[config.mk]
export PLATFORM = sky130hd
export DESIGN_NAME = watch_field_sel_cu
export DESIGN_NICKNAME = d
export VERILOG_FILES = /design/src/rtl/watch_field_sel_cu.sv
export SDC_FILE = /design/constraint.sdc
export NUM_CORES = 1
export LEC_CHECK = 0
export CAP_MARGIN = 20
export CORE_ASPECT_RATIO = 1.1
export CORE_MARGIN = 5
export CORE_UTILIZATION = 63
export DETAILED_ROUTE_END_ITERATION = 8
export HOLD_SLACK_MARGIN = 0.02
export PLACE_DENSITY_LB_ADDON = 0.2
export SYNTH_ARGS = -nofsm -noshare
export SYNTH_HDL_FRONTEND = slang
export SYNTH_SLANG_ARGS = --single-unit
[constraint.sdc]
create_clock -name clk -period 4.6 [get_ports clk]
set_clock_uncertainty 0.05 [all_clocks]
set_input_delay 0.46 -clock clk [delete_from_list [all_inputs] [get_ports clk]]
set_output_delay 0.46 -clock clk [all_outputs]
set_load 0.005 [all_outputs]
[src/rtl/watch_field_sel_cu.sv]
// rtl/watch_field_sel_cu.sv - edit-field selector with cursor, inc/dec routing, blink and timeout
//
// Purpose: holds the watch VIEW/EDIT mode and a cursor over N_FIELDS digit
// fields, routes inc/dec pulses to the selected field only, produces the
// display blink phase and leaves EDIT after an inactivity timeout.
//
// Ports:
//   clk            system clock
//   rst            synchronous active-high reset
//   i_mode         pulse: toggle VIEW/EDIT
//   i_digit_left   pulse: cursor +1 (toward more significant field)
//   i_digit_right  pulse: cursor -1
//   i_inc, i_dec   pulse: increment / decrement selected field
//   o_edit_active  1 while in EDIT
//   o_digit_pos    one-hot selected field in EDIT, zero in VIEW
//   o_inc, o_dec   registered one-hot edit pulses
//   o_blink        blink phase, 1 = field visible
//
// Optional build macro: WATCH_FIELD_SEL_NO_WRAP_EN (cursor saturates at the
// ends instead of wrapping).

module watch_field_sel_cu #(
    parameter int N_FIELDS  = 3,
    parameter int CLK_HZ    = 100_000_000,
    parameter int TIMEOUT_S = 10,
    parameter int BLINK_HZ  = 2
) (
    input  logic                clk,
    input  logic                rst,
    input  logic                i_mode,
    input  logic                i_digit_left,
    input  logic                i_digit_right,
    input  logic                i_inc,
    input  logic                i_dec,
    output logic                o_edit_active,
    output logic [N_FIELDS-1:0] o_digit_pos,
    output logic [N_FIELDS-1:0] o_inc,
    output logic [N_FIELDS-1:0] o_dec,
    output logic                o_blink
);

    localparam int IW          = (N_FIELDS > 1) ? $clog2(N_FIELDS) : 1;
    localparam int TIMEOUT_CYC = CLK_HZ * TIMEOUT_S;
    localparam int TW          = $clog2(TIMEOUT_CYC + 1);
    localparam int BLINK_HALF  = CLK_HZ / (2 * BLINK_HZ);
    localparam int BW          = $clog2(BLINK_HALF + 1);

    localparam logic [IW-1:0] IDX_MAX = IW'(N_FIELDS - 1);
    localparam logic [TW-1:0] TO_LAST = TW'(TIMEOUT_CYC - 1);
    localparam logic [BW-1:0] BL_LAST = BW'(BLINK_HALF - 1);

    typedef enum logic {
        ST_VIEW = 1'b0,
        ST_EDIT = 1'b1
    } state_t;

    state_t              state_q, state_d;
    logic [IW-1:0]       idx_q, idx_d;
    logic [N_FIELDS-1:0] inc_q, inc_d;
    logic [N_FIELDS-1:0] dec_q, dec_d;
    logic                blink_q, blink_d;
    logic [BW-1:0]       bcnt_q, bcnt_d;
    logic [TW-1:0]       tcnt_q, tcnt_d;

    logic                nav;
    logic                any_pulse;
    logic [IW-1:0]       idx_nav;

    function automatic logic [N_FIELDS-1:0] onehot(input logic [IW-1:0] i);
        logic [N_FIELDS-1:0] one;
        one    = '0;
        one[0] = 1'b1;
        return one << i;
    endfunction

    assign nav       = i_digit_left | i_digit_right;
    assign any_pulse = i_mode | nav | i_inc | i_dec;

    // Cursor after navigation; left has priority over right.
    always_comb begin
        idx_nav = idx_q;
`ifdef WATCH_FIELD_SEL_NO_WRAP_EN
        if (i_digit_left) begin
            if (idx_q != IDX_MAX) idx_nav = idx_q + IW'(1);
        end else if (i_digit_right) begin
            if (idx_q != '0) idx_nav = idx_q - IW'(1);
        end
`else
        if (i_digit_left) begin
            idx_nav = (idx_q == IDX_MAX) ? '0 : idx_q + IW'(1);
        end else if (i_digit_right) begin
            idx_nav = (idx_q == '0) ? IDX_MAX : idx_q - IW'(1);
        end
`endif
    end

    always_comb begin
        state_d = state_q;
        idx_d   = idx_q;
        inc_d   = '0;
        dec_d   = '0;
        blink_d = blink_q;
        bcnt_d  = bcnt_q;
        tcnt_d  = tcnt_q;

        case (state_q)
            ST_VIEW: begin
                // Idle display: field always visible, counters parked.
                idx_d   = '0;
                blink_d = 1'b1;
                bcnt_d  = '0;
                tcnt_d  = '0;
                if (i_mode) state_d = ST_EDIT;
            end
            ST_EDIT: begin
                if (i_mode) begin
                    state_d = ST_VIEW;
                    idx_d   = '0;
                    blink_d = 1'b1;
                    bcnt_d  = '0;
                    tcnt_d  = '0;
                end else begin
                    idx_d = idx_nav;
                    // Pulses target the post-navigation cursor; simultaneous
                    // inc and dec cancel each other.
                    if (i_inc && !i_dec) inc_d = onehot(idx_nav);
                    if (i_dec && !i_inc) dec_d = onehot(idx_nav);

                    if (nav) begin
                        bcnt_d  = '0;
                        blink_d = 1'b1;
                    end else if (bcnt_q == BL_LAST) begin
                        bcnt_d  = '0;
                        blink_d = ~blink_q;
                    end else begin
                        bcnt_d = bcnt_q + BW'(1);
                    end

                    if (any_pulse) begin
                        tcnt_d = '0;
                    end else if (tcnt_q == TO_LAST) begin
                        state_d = ST_VIEW;
                        idx_d   = '0;
                        blink_d = 1'b1;
                        bcnt_d  = '0;
                        tcnt_d  = '0;
                    end else begin
                        tcnt_d = tcnt_q + TW'(1);
                    end
                end
            end
            default: begin
                state_d = ST_VIEW;
                idx_d   = '0;
            end
        endcase
    end

    always_ff @(posedge clk) begin
        if (rst) begin
            state_q <= ST_VIEW;
            idx_q   <= '0;
            inc_q   <= '0;
            dec_q   <= '0;
            blink_q <= 1'b1;
            bcnt_q  <= '0;
            tcnt_q  <= '0;
        end else begin
            state_q <= state_d;
            idx_q   <= idx_d;
            inc_q   <= inc_d;
            dec_q   <= dec_d;
            blink_q <= blink_d;
            bcnt_q  <= bcnt_d;
            tcnt_q  <= tcnt_d;
        end
    end

    assign o_edit_active = (state_q == ST_EDIT);
    assign o_digit_pos   = (state_q == ST_EDIT) ? onehot(idx_q) : '0;
    assign o_inc         = inc_q;
    assign o_dec         = dec_q;
    assign o_blink       = blink_q;

endmodule

==> results, run 1 <==
- The run finished with clean final reports.
- Of all nets on the critical path, the largest fanout is 26.
- The leading register cell type out of synthesis is sky130_fd_sc_hd__dfxtp_1.
- The number of design rule violations left after detail routing is 0.
- Once the clock tree was built, the resizer swapped 0 gates to a different size.
- The tree is rooted in a sky130_fd_sc_hd__clkbuf_8.
- In this run the critical register-to-register path is launched from tcnt_q[11].
- The worst hold path belongs to the class reg2reg.
- Counting cells, the worst reg-to-reg path comes to 5.
- The highest-delay cell along the critical path is sky130_fd_sc_hd__nand2b_1.
- In this run the count of I/O pins placed on the die edge is 18.
- The count of warnings emitted by yosys is 0.
- In this run the tightest slew margin relative to its limit is 31.3%.
- For this configuration, the core starts out at a cell density of 66.2%.
- Power spread over the standard cell area amounts to 336 mW/mm^2.
- The overall die area is 0.00602 sq mm.
- The number of global-route vias before repair was 2273.
- The total cell area at the placement stage is 0.00308 sq mm.
- The critical path goes through clkdlybuf4s50_1 > or2_1 > or4_4 > or3b_4 > nand2b_1 > nor2_1.
- Summed over all failing endpoints, the final setup total negative slack is 0 ns.
- Summing over every cut layer, the via total after detailed routing is 2255.
- After clock tree synthesis, the flow added hold-fix buffers numbering 0.
- The time the worst path needs with I/O delays and setup is 2.76 ns.
- The largest net degree at the start of global routing is 27.
- Once detail routing completed, the nets flagged for antenna violations numbered 0.
- The startpoint type of the worst setup path is an input port.
- The end of the worst register-to-register path is bcnt_q[14].
- The post-CTS setup-driven buffer insertion count is 0.
- For this run the aggregate overflow at the end of global routing stands at 0.
- Once layout is complete, the cells apart from fillers number 407.
- The number of clock buffers added by TritonCTS is 9.
- The clock passes through at most 2 buffers.
- The first global-routing pass estimated 9740 um of wire.
- After detailed routing, the number of vias per cell comes to 5.54.
- The H-tree was split into 3 levels.
- The portion of the clock cycle consumed by the worst path in the final layout is 60.0%.
- The final hold violation count is 0.
- For this run, the post-layout net count is 363.
- In this run the cell area of the synthesized design comes to 0.00288 sq mm.
- The sink count of the clock tree is 65.
- Counting instances in the post-synthesis netlist gives the leading cell types as 76 x sky130_fd_sc_hd__nor2_1, 65 x sky130_fd_sc_hd__dfxtp_1, 42 x sky130_fd_sc_hd__xor2_1.
- Setup repair after global routing left no endpoint under its margin.
- The post-detailed-placement half-perimeter wirelength is 3750 um.
- Clock latency on the worst-skew pair, taken at its later pin, is 0.35 ns.
- The endpoint arrival time on the critical path is 2.97 ns.
- The share of the synthesized area in the top cell type is 45.2%.
- The kind of critical path is in2reg.
- The first detailed-routing pass took 4 iterations.
- The worst supply voltage drop on vdd is 0.206 mV.
- Of the cells placed in the final design, the portion with a size suffix greater than 1 is 6.23%.
- In the global route stage, overall resource usage came out at 20.9%.
- The worst hold path begins at tcnt_q[0].
- The number of antenna violations at the first check in global routing is 0.
- STA classifies the critical path endpoint as a register.
- The highest attainable clock frequency is 0.362 GHz.
- The core region is 0.00435 sq mm.
- The transition time of the tightest slew-check pin is 1.02 ns.
- The fraction of registers with async set/reset is 0%.
- The synthesized net count is 340.
- In this run the register-to-register setup slack is 1.90 ns.
- Routability-driven placement finished with a final weighted congestion of 0.803.
- The setup-violating endpoint count in the final report is 0.
- The flop and latch count out of synthesis is 65.
- The standby leakage power is 1.08 nW.
- The most repeated cell in the gate-level netlist after synthesis is sky130_fd_sc_hd__nor2_1.
- Yosys attributes the largest share of cell area to sky130_fd_sc_hd__dfxtp_1 45%, sky130_fd_sc_hd__xor2_1 13%, sky130_fd_sc_hd__nor2_1 9.9%.
- Counting tap cells, the placed design contains a total of 391 instances.
- The sum of routed wire length over all layers is 5590 um.
- The clock slew seen by the registers of the worst setup and hold paths is 0.06 ns.
- The number of port buffers is 17.
- The number of cell rows is 25.
- The sequential cell area fraction in the yosys report is 45.2%.
- The signed area change from the synthesized netlist to the final layout is 14.2%.
- The average cell area after synthesis is 8.86 sq um.
- After routing the design area is 0.00329 sq mm.
- In this run the vertical extent of the chip is 80.9 um.
- The maximum single-stage delay on the critical path is 0.61 ns.
- Counting instances, the worst hold path has a depth of 1.
- The worst min-delay path endpoint is tcnt_q[0].
- The biggest area contributor in the post-synthesis netlist is sky130_fd_sc_hd__dfxtp_1.
- At the end of the flow the core is filled with cells to 75.6%.
- After technology mapping, the gate count stands at 325.
- The data required time of the critical path is 4.81 ns.
- The average wire per cell in the routed design is 13.7 um.
- The count of distinct cell types in the synthesized netlist is 34.
- The number of synthesized flops with an enable pin is 0.
- The repair_antennas step left the layout with diodes totalling 0.
- The number of max-capacitance violations reported is 0.
- Fill cells in the final layout number 329.
- For this block, the initial DRC count from the detailed router was 117.
- The width of the die is 74.5 um.
- The TritonCTS clock tree is done.
- The number of max-slew violations in the final report came to 0.
==> worst max-delay path by stage <==
| stage | from | endpoint | slack [ns] | cells past startpoint |
|---|---|---|---|---|
| global route | i_digit_right | tcnt_q[21] | 1.67 | 6 |
| detailed placement | i_digit_right | tcnt_q[4] | 1.49 | 6 |
| CTS | i_digit_right | tcnt_q[21] | 1.85 | 6 |
| global placement | i_digit_right | tcnt_q[1] | 1.56 | 6 |
| finish | i_digit_right | tcnt_q[21] | 1.84 | 6 |
| floorplan | i_digit_right | tcnt_q[14] | 2.49 | 7 |
==> flip-flops by register name (all words and copies together) (netlist names) <==
name	cells
tcnt_q	30
bcnt_q	25
o_dec	3
o_inc	3
idx_q	2
o_blink	1
o_edit_active	1
==> cells in the final DEF (no fill, tap or decap), types with 2 or more instances in the layout <==
cell and n:
sky130_fd_sc_hd__ha_1 8, sky130_fd_sc_hd__xor2_1 42, sky130_fd_sc_hd__bufinv_16 2, sky130_fd_sc_hd__nand3b_1 2, sky130_fd_sc_hd__clkdlybuf4s50_1 17, sky130_fd_sc_hd__and2_1 4
sky130_fd_sc_hd__nor4_1 5, sky130_fd_sc_hd__clkinv_2 3, sky130_fd_sc_hd__nor2_1 76, sky130_fd_sc_hd__nor3b_1 2, sky130_fd_sc_hd__nor3_1 2, sky130_fd_sc_hd__nand3_1 23
sky130_fd_sc_hd__nand2b_1 4, sky130_fd_sc_hd__nand2_1 20, sky130_fd_sc_hd__dfxtp_1 65, sky130_fd_sc_hd__nor4b_1 3, sky130_fd_sc_hd__and3_1 7, sky130_fd_sc_hd__nand4_1 22
sky130_fd_sc_hd__inv_1 6, sky130_fd_sc_hd__clkbuf_8 9, sky130_fd_sc_hd__and4_1 3, sky130_fd_sc_hd__a21oi_1 2, sky130_fd_sc_hd__xnor2_1 10
==> power by group <==
part | switching [W] | internal, W
sequential | 0.00000167 | 0.000564
clock | 0.000216 | 0.000302
combinational | 0.00000985 | 0.0000121
==> cell type report <==
type	instances	area, sq um	area share [%]
clock inverter	6	82.6	2.51
timing repair buffer	19	183	5.56
multi-input combinational	247	1500	45.7
tap	54	67.6	2.05
inverter	6	22.5	0.685
sequential	65	1300	39.6
clock buffer	10	128	3.88
==> cell families (layout without fill, tap and decap cells) <==
family                   Yosys count  after routing  synth area share [%]
AND/OR/NAND/NOR                  180            180                  31.2
flip-flops                        65             65                  45.2
XOR/XNOR                          52             52                  15.8
buffers and inverters             13             41                  2.56
adder cells (fa/ha/maj)            8              8                  3.48
AO/OA/AOI/OAI                      6              6                  1.43
multiplexers                       1              1                 0.348
==> through the flow <==
| stage | setup slack [ns] | power (W) | hold slack (ns) |
|---|---|---|---|
| 6_report | 1.84 | 0.00111 | 0.414 |
| 2_1_floorplan | 2.49 | 0.000588 | 0.368 |
| 3_3_place_gp | 1.56 | 0.000600 | 0.374 |
| 5_1_grt | 1.67 | 0.00114 | 0.441 |
| 4_1_cts | 1.85 | 0.00111 | 0.415 |
| 3_5_place_dp | 1.49 | 0.000600 | 0.404 |
==> critical path: cells and delay by family <==
kind | cells | cell delay (ns)
and+or+nand+nor | 5 | 2.00
buffers and inverters | 1 | 0.48
==> layer usage <==
layer	global-route usage, %	part of all wire, %
met5	0	0
met4	13.9	3.7
met2	35.1	49
met3	4.21	3.7
met1	23.5	44
No activity file was read; power rests on OpenSTA's default activity.
==> run 2, diff against run 1 <==
--- a/config.mk
+++ b/config.mk
@@ -8,7 +8,7 @@
 export CAP_MARGIN = 20
 export CORE_ASPECT_RATIO = 1.1
 export CORE_MARGIN = 5
-export CORE_UTILIZATION = 63
+export CORE_UTILIZATION = 53
 export DETAILED_ROUTE_END_ITERATION = 8
 export HOLD_SLACK_MARGIN = 0.02
 export PLACE_DENSITY_LB_ADDON = 0.2
==> constraint.sdc (replaced) <==
create_clock -name clk -period 2.5 [get_ports clk]
set_clock_uncertainty 0.05 [all_clocks]
set_input_delay 0.25 -clock clk [delete_from_list [all_inputs] [get_ports clk]]
set_output_delay 0.25 -clock clk [all_outputs]
set_load 0.005 [all_outputs]
==> run 2 against run 1 <==
Against the previous run:
- sequential cell count unchanged
- sequential share of layout area decreased by 1.2 points
- global-route usage decreased by 4.2 points
- clock-buffer cell count increased by 4
- first-iteration DRC count decreased by 17%
- die area increased by 16%
- register-to-register slack got worse by 1.6 ns
- clock power increased by 76%
- via count decreased by 1.1%
- sequential power increased by 84%
- combinational power increased by 100%
- hold slack got worse by 0.019 ns
- largest cell class unchanged
- highest routed layer unchanged
==> results, run 2 (synthesis gave the netlist of run 1 again) <==
- The final hold violation count is 0 (unchanged).
- The path class of the tightest hold or removal check is reg2reg.
- The number of design rule violations left after detail routing is 0 (unchanged).
- The transition time of the tightest slew-check pin was 0.427 ns (-0.594 ns).
- The number of max-slew violations in the final report is 0 (unchanged).
- The maximum level of the CTS H-tree is 3 (unchanged).
- The portion of the clock cycle consumed by the worst path in the final layout is 89.6%.
- The root cell of the clock tree is sky130_fd_sc_hd__clkbuf_8.
- The sum of routed wire length over all layers is 5240 um (-6.2%).
- The cell depth of the worst flop-to-flop path is 5 (unchanged).
- The placeable core area is 0.00533 sq mm (+22%).
- The largest net degree at the start of global routing is 27 (unchanged).
- The clock slew seen by the registers of the worst setup and hold paths is 0.07 ns (about the same).
- The number of routed nets with antenna violations was 0 (unchanged).
- The highest attainable clock frequency is 0.446 GHz.
- The largest fanout of any net on the critical path was 5 (-81%).
- The number of cells on the worst hold path is 1 (unchanged).
- The post-detailed-placement half-perimeter wirelength is 3650 um (-2.8%).
- The diode insertion count for antenna repair is 0 (unchanged).
- The worst min-delay path endpoint is tcnt_q[0].
- The width of the die came to 80.3 um (+7.8%).
- The relative slew slack is 71.2% (+40 points).
- The average wire per cell in the routed design was 12.1 um (-12%).
- More flip-flops sit in one register than any other, and that register is tcnt_q.
- The effective utilization at floorplan is 54.1% (-12 points).
- The final-stage net count came to 370 (+1.9%).
- Relative to the synthesized area, the layout overhead comes to 17.8%.
- Subtracting the final worst setup slack from the clock period gives 2.24 ns.
- The number of antenna violations at the first check in global routing is 0 (unchanged).
- The post-cts sizing count came to 0 (unchanged).
- The TritonCTS clock tree is done.
- The endpoint arrival time on the critical path is 2.39 ns (-0.58 ns).
- The clock network latency to the later pin of the worst-skew pair came to 0.33 ns (-0.02 ns).
- The total power density per cell area was 589 mW/mm^2 (+75%).
- The number of cell rows came to 28 (+12%).
- In this run the critical register-to-register path is captured at o_edit_active.
- The top cell types in the final layout, fill and taps aside, are 76 x sky130_fd_sc_hd__nor2_1, 65 x sky130_fd_sc_hd__dfxtp_1, 42 x sky130_fd_sc_hd__xor2_1.
- The number of buffers inserted during clock tree synthesis came to 9 (unchanged).
- The data required time of the critical path came to 2.65 ns (-2.16 ns).
- The number of max-capacitance violations reported is 0 (unchanged).
- The most common cell after layout, fill and taps aside is sky130_fd_sc_hd__nor2_1.
- The final weighted congestion in routability-driven placement is 0.740 (-7.9%).
- The vertical extent of the die is 87.3 um (+7.9%).
- Setup repair after global routing left no endpoint under its margin.
- The final hold slack is 0.395 ns (-0.0195 ns).
- The standby leakage power was 1.13 nW (+4.4%).
- The cts-stage hold buffer count is 0 (unchanged).
- The via count is 2231 (-1.1%).
- The global-route total usage across every layer is 16.7% (-4.2 points).
- The worst supply voltage drop on vdd was 0.431 mV (+110%).
- The overall die area is 0.00701 sq mm (+16%).
- The summed negative setup slack over all endpoints came to 0 ns (unchanged).
- The detailed router's first-iteration violation count is 97 (-17%).
- The startpoint type of the worst setup path is a register.
- The slack of the worst reg-to-reg path is 0.26 ns (-1.64 ns).
- The share of cells above drive strength 1 is 7.78% (+1.5 points).
- By startpoint and endpoint, the worst setup path is classified as reg2reg.
- The sink count of the clock tree is 65 (unchanged).
- The setup-violating endpoint count in the final report is 0 (unchanged).
- The number of flip-flops in the largest register is 30 (unchanged).
- The number of iterations in the first detailed-routing pass is 4 (unchanged).
- The power consumption is 0.00200 W (+81%).
- The wire length of the first global-routing pass was 9220 um (-5.3%).
- The I/O pin count is 18 (unchanged).
- The deepest clock path buffer count was 2 (unchanged).
- The startpoint of the lowest-slack hold path is tcnt_q[0].
- The largest registers in the layout are tcnt_q: 30 flops, bcnt_q: 25 flops.
- The flow ran to the end, and the final reports show no timing, DRC or antenna violations.
- The number of global-route vias before repair is 2122 (-6.6%).
- The worst setup path is captured at a register.
- The total congestion overflow is 0 (unchanged).
- The post-CTS setup-driven buffer insertion count is 0 (unchanged).
- In this run the critical register-to-register path is launched from tcnt_q[11].
- The ratio of routed vias to standard cells is 5.13 (-7.4%).
- The number of port buffers is 17 (unchanged).
- The core occupancy in the finished layout was 63.7% (-12 points).
run 2: worst max-delay path by stage:
stage | start | endpoint | depth (start not counted)
floorplan | tcnt_q[13] | bcnt_q[24] | 6
global placement | i_digit_right | tcnt_q[5] | 7
detailed placement | i_digit_right | tcnt_q[5] | 7
CTS | tcnt_q[11] | o_edit_active | 5
global route | tcnt_q[11] | o_edit_active | 5
finish | tcnt_q[11] | o_edit_active | 5
run 2: metrics by stage:
step                      setup slack (ns)  std cells  area (sq um)
after CTS                            0.271        435          3390
after global placement               0.178        419          3180
final                                0.259        435          3390
after detailed placement             0.121        419          3180
after global routing                0.0593        435          3390
after floorplan                      0.539        325          2880
run 2: per-layer routing:
metal / wire, um / up-vias / track usage [%]
li1: - / 1157 / -
met1: 2420 / 1055 / 19.9
met2: 2630 / 10 / 28.9
met3: 95 / 9 / 3.42
met4: 92 / 0 / 6.91
met5: 0 / - / 0
run 2: cell type report:
class                      instances  area, sq um
fill                             457         1930
multi-input combinational        247         1500
sequential                        65         1300
timing repair buffer              26          263
clock buffer                      14          173
tap                               75         93.8
clock inverter                     2         35.0
inverter                           6         22.5
run 2: report_power, final:
| group | switching [W] | total (W) | leakage, nW | internal (W) |
|---|---|---|---|---|
| sequential | 0.00000272 | 0.00104 | 0.524 | 0.00104 |
| clock | 0.000370 | 0.000911 | 0.107 | 0.000542 |
| combinational | 0.0000189 | 0.0000446 | 0.502 | 0.0000257 |
run 2: worst max-delay path, cell delays in order (launching register included):
cell,delay [ns]
sky130_fd_sc_hd__dfxtp_1,0.40
sky130_fd_sc_hd__or4b_2,0.60
sky130_fd_sc_hd__nor4_1,0.23
sky130_fd_sc_hd__nand4_1,0.28
sky130_fd_sc_hd__o21ai_0,0.44
sky130_fd_sc_hd__nand2_1,0.11
